<file path="src/rtl/mem_access_unit_if.sv">
// mem_access_unit_if: external memory bus between the access unit and memory.
// Signals:
//   mem_req   - request, high for every cycle of an access
//   mem_wr    - write qualifier
//   mem_addr  - access address
//   mem_wdata - write data
//   mem_ack   - completion pulse from memory
//   mem_rdata - read data, valid with mem_ack
// Modports: master (access unit side), slave (memory side).
interface mem_access_unit_if #(
  parameter int ADDR_W = 16,
  parameter int DATA_W = 16
);
  logic              mem_req;
  logic              mem_wr;
  logic [ADDR_W-1:0] mem_addr;
  logic [DATA_W-1:0] mem_wdata;
  logic              mem_ack;
  logic [DATA_W-1:0] mem_rdata;
  modport master (output mem_req, mem_wr, mem_addr, mem_wdata, input mem_ack, mem_rdata);
  modport slave  (input mem_req, mem_wr, mem_addr, mem_wdata, output mem_ack, mem_rdata);
endinterface

</file>
<file path="src/rtl/mem_access_unit.sv">
// mem_access_unit: stalls the datapath while one load/store runs on the external memory bus.
// Ports:
//   clk, rst           - clock (rising edge), asynchronous active-high reset
//   req_addr/req_wdata - address and store data from the datapath
//   req_re/req_we      - load / store request (both high: store, flagged as error)
//   stall              - holds PC and write-back while an access is pending
//   rdata/rdata_valid  - load result, valid during the single response cycle
//   err                - sticky error (conflicting request or memory timeout)
//   access_cnt         - completed accesses, wrapping
//   bus                - external memory bus (master side)
module mem_access_unit #(
  parameter int ADDR_W  = 16,
  parameter int DATA_W  = 16,
  parameter int TIMEOUT = 255
) (
  input  logic              clk,
  input  logic              rst,
  input  logic [ADDR_W-1:0] req_addr,
  input  logic [DATA_W-1:0] req_wdata,
  input  logic              req_re,
  input  logic              req_we,
  output logic              stall,
  output logic [DATA_W-1:0] rdata,
  output logic              rdata_valid,
  output logic              err,
  output logic [15:0]       access_cnt,
  mem_access_unit_if.master bus
);
  typedef enum logic [1:0] {IDLE, BUSY, RESP} state_t;
  // The counter leaves BUSY on the cycle it would step onto TIMEOUT.
  localparam logic [7:0] LAST = 8'(TIMEOUT - 1);
  state_t            state, nxt;
  logic [ADDR_W-1:0] addr_q;
  logic [DATA_W-1:0] wdata_q;
  logic              wr_q;
  logic [7:0]        wcnt;
  logic              start, busy, ack, tmo;
  always_comb begin
    start = (state == IDLE) && (req_re || req_we);
    busy  = state == BUSY;
    ack   = busy && bus.mem_ack;
    tmo   = busy && !bus.mem_ack && (wcnt == LAST);
    nxt   = start ? BUSY : (ack || tmo) ? RESP : (state == RESP) ? IDLE : state;
  end
  always_ff @(posedge clk or posedge rst)
    if (rst) state <= IDLE;
    else     state <= nxt;
  always_ff @(posedge clk or posedge rst) begin
    if (rst) begin
      addr_q     <= '0;
      wdata_q    <= '0;
      wr_q       <= 1'b0;
      wcnt       <= '0;
      rdata      <= '0;
      err        <= 1'b0;
      access_cnt <= '0;
    end else begin
      if (start) begin
        addr_q  <= req_addr;
        wdata_q <= req_wdata;
        wr_q    <= req_we;
        wcnt    <= '0;
        if (req_re && req_we) err <= 1'b1;
      end
      if (busy && !bus.mem_ack) wcnt <= wcnt + 8'd1;
      if (ack && !wr_q) rdata <= bus.mem_rdata;
      if (tmo) begin
        rdata <= '0;
        err   <= 1'b1;
      end
      if (ack || tmo) access_cnt <= access_cnt + 16'd1;
    end
  end
  // Bus outputs decode straight from state so an async reset drops them at once.
  assign stall         = start || busy;
  assign rdata_valid   = (state == RESP) && !wr_q;
  assign bus.mem_req   = busy;
  assign bus.mem_wr    = busy && wr_q;
  assign bus.mem_addr  = busy ? addr_q : '0;
  assign bus.mem_wdata = busy ? wdata_q : '0;
endmodule
</file>
<file path="src/flat_wrapper.sv">
// flat-port wrapper written by rule: the top's interface ports become plain ports
module mem_access_unit_flat 
#(
  parameter int ADDR_W  = 16,
  parameter int DATA_W  = 16,
  parameter int TIMEOUT = 255
)
  (clk, rst, req_addr, req_wdata, req_re, req_we, stall, rdata, rdata_valid, err, access_cnt, bus_mem_req, bus_mem_wr, bus_mem_addr, bus_mem_wdata, bus_mem_ack, bus_mem_rdata);
  mem_access_unit_if #(.ADDR_W(ADDR_W), .DATA_W(DATA_W)) bus_i ();
  input  logic clk;
  input  logic rst;
  input  logic [ADDR_W-1:0] req_addr;
  input  logic [DATA_W-1:0] req_wdata;
  input  logic req_re;
  input  logic req_we;
  output logic stall;
  output logic [DATA_W-1:0] rdata;
  output logic rdata_valid;
  output logic err;
  output logic [15:0] access_cnt;
  output wire logic [$bits(bus_i.mem_req)-1:0] bus_mem_req;
  output wire logic [$bits(bus_i.mem_wr)-1:0] bus_mem_wr;
  output wire logic [$bits(bus_i.mem_addr)-1:0] bus_mem_addr;
  output wire logic [$bits(bus_i.mem_wdata)-1:0] bus_mem_wdata;
  input wire logic [$bits(bus_i.mem_ack)-1:0] bus_mem_ack;
  input wire logic [$bits(bus_i.mem_rdata)-1:0] bus_mem_rdata;
  assign bus_mem_req = bus_i.mem_req;
  assign bus_mem_wr = bus_i.mem_wr;
  assign bus_mem_addr = bus_i.mem_addr;
  assign bus_mem_wdata = bus_i.mem_wdata;
  assign bus_i.mem_ack = bus_mem_ack;
  assign bus_i.mem_rdata = bus_mem_rdata;
  mem_access_unit #(.ADDR_W(ADDR_W), .DATA_W(DATA_W), .TIMEOUT(TIMEOUT)) u_core (.clk(clk), .rst(rst), .req_addr(req_addr), .req_wdata(req_wdata), .req_re(req_re), .req_we(req_we), .stall(stall), .rdata(rdata), .rdata_valid(rdata_valid), .err(err), .access_cnt(access_cnt), .bus(bus_i));
endmodule
</file>
<file path="config.mk">
export PLATFORM = sky130hd
export DESIGN_NAME = mem_access_unit_flat
export DESIGN_NICKNAME = d
export VERILOG_FILES = /design/src/rtl/mem_access_unit_if.sv /design/src/rtl/mem_access_unit.sv /design/src/flat_wrapper.sv
export SDC_FILE = /design/constraint.sdc
export NUM_CORES = 1
export LEC_CHECK = 0
export ABC_CLOCK_PERIOD_IN_PS = 2700
export CAP_MARGIN = 20
export CORE_AREA = 5 5 95 97
export CTS_CLUSTER_SIZE = 8
export DETAILED_ROUTE_END_ITERATION = 6
export DIE_AREA = 0 0 100 102
export PLACE_DENSITY = 0.9
export SYNTH_ARGS = -nofsm -noshare
export SYNTH_HDL_FRONTEND = slang
export SYNTH_SLANG_ARGS = --single-unit
</file>
<file path="constraint.sdc">
create_clock -name clk -period 2.7 [get_ports clk]
set_input_delay 0.405 -clock clk [delete_from_list [all_inputs] [get_ports clk]]
set_output_delay 0.405 -clock clk [all_outputs]
set_load 0.01 [all_outputs]
</file>
* Word level (Yosys, flattened, before mapping)
Index checks and enable logic that the tools add are counted.
Widths: inputs -> output; s select.
** Storage, ports and cells
- Register bits :: 76
- Bits of input ports :: 53
- Logic and storage cells :: 45
** Operators by class
- Add/sub/neg operators :: 2
- Equal/unequal tests :: 3
- Multiplexer cells :: 12
- Reductions and logical operators :: 20
** Operator list (count)
- $mux 16 :: 4
- $add 16x1->16 const B :: 1
- $mux 8 :: 2
- $add 8x1->8 const B :: 1
- $eq 8x8->1 const B :: 1
- $logic_and 1x1->1 :: 8
- $reduce_bool 2->1 :: 4
- $mux 2 :: 3
- $logic_or 1x1->1 :: 3
- $mux 1 :: 3
- $reduce_bool 3->1 :: 1
- $eq 2x1->1 const B :: 1
- $eq 2x2->1 const B :: 1
- $logic_not 1->1 :: 2
- $logic_not 2->1 :: 1
- $reduce_and 2->1 :: 1

* Longest topological paths before layout
- Word-level depth :: 6
- Depth in mapped cells :: 7
- Mapped depth without buffers :: 6

* Least setup slack after synthesis
OpenSTA, ideal clock, no wires.
- Path type :: reg2out
- From :: register u_core.state[1]
- To :: output bus_mem_addr[10]
- Arrival time :: 1.311 ns
- Data required time :: 2.295 ns
- Setup slack :: 0.984 ns
- Stages on the path, launching flop included :: 6
- Cells stage by stage :: dfrtp_1 -> nand2b_1 -> buf_6 -> inv_2 -> clkbuf_1 -> and2_1
** On the way
- Longest elaborated chain between the ends :: 2
** RTL lines
- from (decl) :: line mem_access_unit.sv:32 : state_t state, nxt;
- from (signal assigned) :: line mem_access_unit.sv:47 : else state <= nxt;
- $eq 2x1->1 :: line mem_access_unit.sv:40 : busy = state == BUSY;
- named net bus_mem_req :: line flat_wrapper.sv:21 : output wire logic [$bits(bus_i.mem_req)-1:0] bus_mem_req;
- $mux 16 :: line mem_access_unit.sv:79 : assign bus.mem_addr = busy ? addr_q : '0;
- to (decl) :: line flat_wrapper.sv:23 : output wire logic [$bits(bus_i.mem_addr)-1:0] bus_mem_addr;
The timed path passes the listed nets, and every way through them passes these cells.

* Worst setup path in the final report
- From :: register u_core.state[1]
- To :: output bus_mem_addr[2]
** On the way
- Longest elaborated chain between the ends :: 2
** RTL lines (line)
- $eq 2x1->1 :: mem_access_unit.sv:40
- $mux 16 :: mem_access_unit.sv:79
Every way passes these cells.

==> metrics.txt <==
IO Pins=122; clk sinks=between 70 and 80; Nets=548; Post-Route Utilization=63.1%; core box area=0.00805 mm2; largest family of logic cells by synthesized area=simple AND/OR/NAND/NOR gates; pre-CTS setup slack=slightly above 0.4 ns; Post-Syn Area per Cell=9.46 um2; CTS root buffer=clkbuf_8; flop2flop setup slack=0.90 ns; post-synthesis mux area share=0.322%; #FFs+latches synth=76; Clock Tree Buf Depth=2; layout cells sized above 1=7.44%; slew margin rel.=approximately 67%; Netlist cell types=44; final wirelength=8.66 mm; Starting Density=between 40% and 50%; post-route cell area=0.00508 mm2; Clock Skew=0.00934 ns; initial antenna violation count=0; Hold Crit Class=in -> async; Top FF cell, synth=dfrtp_1; # port buffers=121; Max IR drop VDD=between 500 and 600 uV; first-pass GRT wire length=13.8 mm; TNS Setup=0 ns; Adder-Cell Fraction of Synth Area=1.07%; via count=2965; TritonCTS clock tree=built; DP HPWL=6.31 mm; Routed WL per cell=14.4 um; # DRC=0; Ys Warns=0; Final Hold Fails=0; Die Area=between 0.01 and 0.015 mm2; H-Tree Depth=3; Tot Pwr=5.47 mW; reg2reg start=u_core.wcnt[0]$_DFFE_PP0P_; register area share after synthesis=54.4%; final setup vio count=0; Clk pin slew, worst setup/hold paths=approximately 0.08 ns; max incr delay on CP=0.50 ns; max frequency=393 MHz; FF-to-FF path depth=6; max-slew violation count=0; Area Growth Syn to Fin=45.3%; status=completed; slowest CP cell=clkdlybuf4s50_1; Yosys top cell area share=54.4%; MaxCap Viol Count=0; placement-stage cell area=0.00481 mm2; routed vias/inst=4.93; non-filler cells, final=602; RSZ-0062 raised after global routing=false; largest net degree at the start of global routing=77; Die H=102 um; Mapped Area=0.00350 mm2; syn nets=around 430; Slew @ Worst Pin=between 0.4 and 0.5 ns; Worst setup EP type=primary output; crit-path cells=nand2b_1 -> clkinv_2 -> and2_1 -> clkdlybuf4s50_1; clock latency on the worst-skew pair=0.33 ns; total track usage=17.0%; vias in the first global route=between 2k and 3k; number of diodes=0; Worst Path Required=2.30 ns; drt pass-1 iters=4; # hold bufs at CTS=0; Synth Area in Simple Gates=31.3%; Mapped Cells=370; Worst Setup Path Type=reg -> out; asr flop ratio synth=100%; Compound-Gate Fraction of Synth Area=under 10%; Leak Pwr=between 2 and 2.5 nW; setup bufs post-CTS=0; top post-synthesis cells by area=dfrtp_1, nand2_1, and2_1; EDFF count, synth=0; final worst-path cycle share=94.3%; crit start category=flip-flop; min setup slack post-route=0.154 ns; FP Rows=33; Crit path arrival time=between 2 and 2.5 ns; Pwr per Cell Area=about 1100 mW/mm2; dpl cells=roughly 590; XOR/XNOR share of the synthesized area=4.26%; antenna viol nets, final=0; reg-to-reg endpoint=u_core.access_cnt[1]$_DFFE_PP0P_; post-synth top area cell=dfrtp_1; CP Max Fanout=37; GPL Wtd Cong=0.777; CTS Buf Count=9; Fin Hold WS=approximately 0.47 ns; gr ovfl total=0; die width=100 um; initial DRC count=104; fin crit period=2.55 ns
[cell usage in the layout, fill, tap and decap left out, drive strengths merged]
cell,count
buf,6
dfrtp,76
nor3,5
nor3b,4
nor4,4
nand2b,1
and4,2
xnor2,1
or2,1
nand3,10
o31ai,1
clkinv,1
or3b,1
a22o,1
inv,2
mux2,1
o211ai,1
xor2,16
and3,3
clkdlybuf4s50,121
a31oi,1
and4bb,1
bufinv,3
nand4,4
nand3b,1
a21oi,17
clkbuf,13
o21bai,1
o21ai,10
and2,34
nor2,4
ha,3
nand2,142
o21ba,1
a311o,1
o21a,1
nor4b,2
[registers in the layout (all words and copies together), names as in the netlist]
register	cells
u_core.wr_q	1
u_core.access_cnt	16
u_core.wdata_q	16
u_core.err	1
u_core.wcnt	8
u_core.addr_q	16
u_core.rdata	16
u_core.state	2
[logic make-up (layout without fill, tap and decap cells)]
logic type	count (synthesis)	after routing
compound gates	35	35
buf+inv	19	146
fa+ha+maj	3	3
simple gates	219	219
mux	1	1
flops	76	76
xor+xnor	17	17
[metal layers]
layer	GRT usage, %	part of all wire [%]
met5	0	0
met4	4.25	0.29
met3	6.69	8.9
met2	28.9	50
met1	20.3	41
[report_power, final]
| group | leakage, nW | switching, mW | internal (mW) |
|---|---|---|---|
| logic | 1.23 | 1.17 | 1.22 |
| registers | 0.927 | 0.355 | 1.61 |
| clock network | 0.136 | 0.393 | 0.716 |
| total | 2.29 | 1.92 | 3.55 |
[how the worst max path moves through the flow]
stage / end / start / slack, ns / cells after the start
2_1_floorplan: u_core.access_cnt[0]$_DFFE_PP0P_ / rst / 0.36 / 1
6_report: bus_mem_addr[2] / u_core.state[1]$_DFFE_PP0P_ / 0.15 / 4
4_1_cts: bus_mem_addr[2] / u_core.state[1]$_DFFE_PP0P_ / 0.10 / 4
3_3_place_gp: stall / req_we / 0.44 / 5
5_1_grt: bus_mem_addr[2] / u_core.state[1]$_DFFE_PP0P_ / 0.01 / 4
3_5_place_dp: stall / req_we / 0.40 / 5
[final cells by class]
class,instances,area (um2)
repair buffers,127,1270
well taps,105,131
clock inverters,3,90.1
fillers,641,2970
multi-input cells,275,1500
inverters,3,12.5
clock buffers,13,179
flip-flops and latches,76,1900
[cells in the mapped netlist (all sizes together), types with 2 or more instances]
cell type	count
nor2	4
and2	34
nor4	4
nor3b	4
dfrtp	76
nand2	142
and4	2
nand4	4
o21ai	10
buf	9
nand3	10
a21oi	17
xor2	16
nor3	5
nor4b	2
ha	3
inv	3
and3	3
clkbuf	7
[what timing repair did]
action                                  CTS  global route
gates resized for setup                   0             1
endpoints found under the setup margin    0             2
hold endpoints to repair                  0             0
[worst max-delay path: cells and delay by family (launching register included)]
| kind | cells | cell delay [ns] |
|---|---|---|
| buf+inv | 2 | 0.88 |
| simple gates | 2 | 0.50 |
| flops | 1 | 0.42 |
Note: power is estimated with default switching activity, not from simulation.
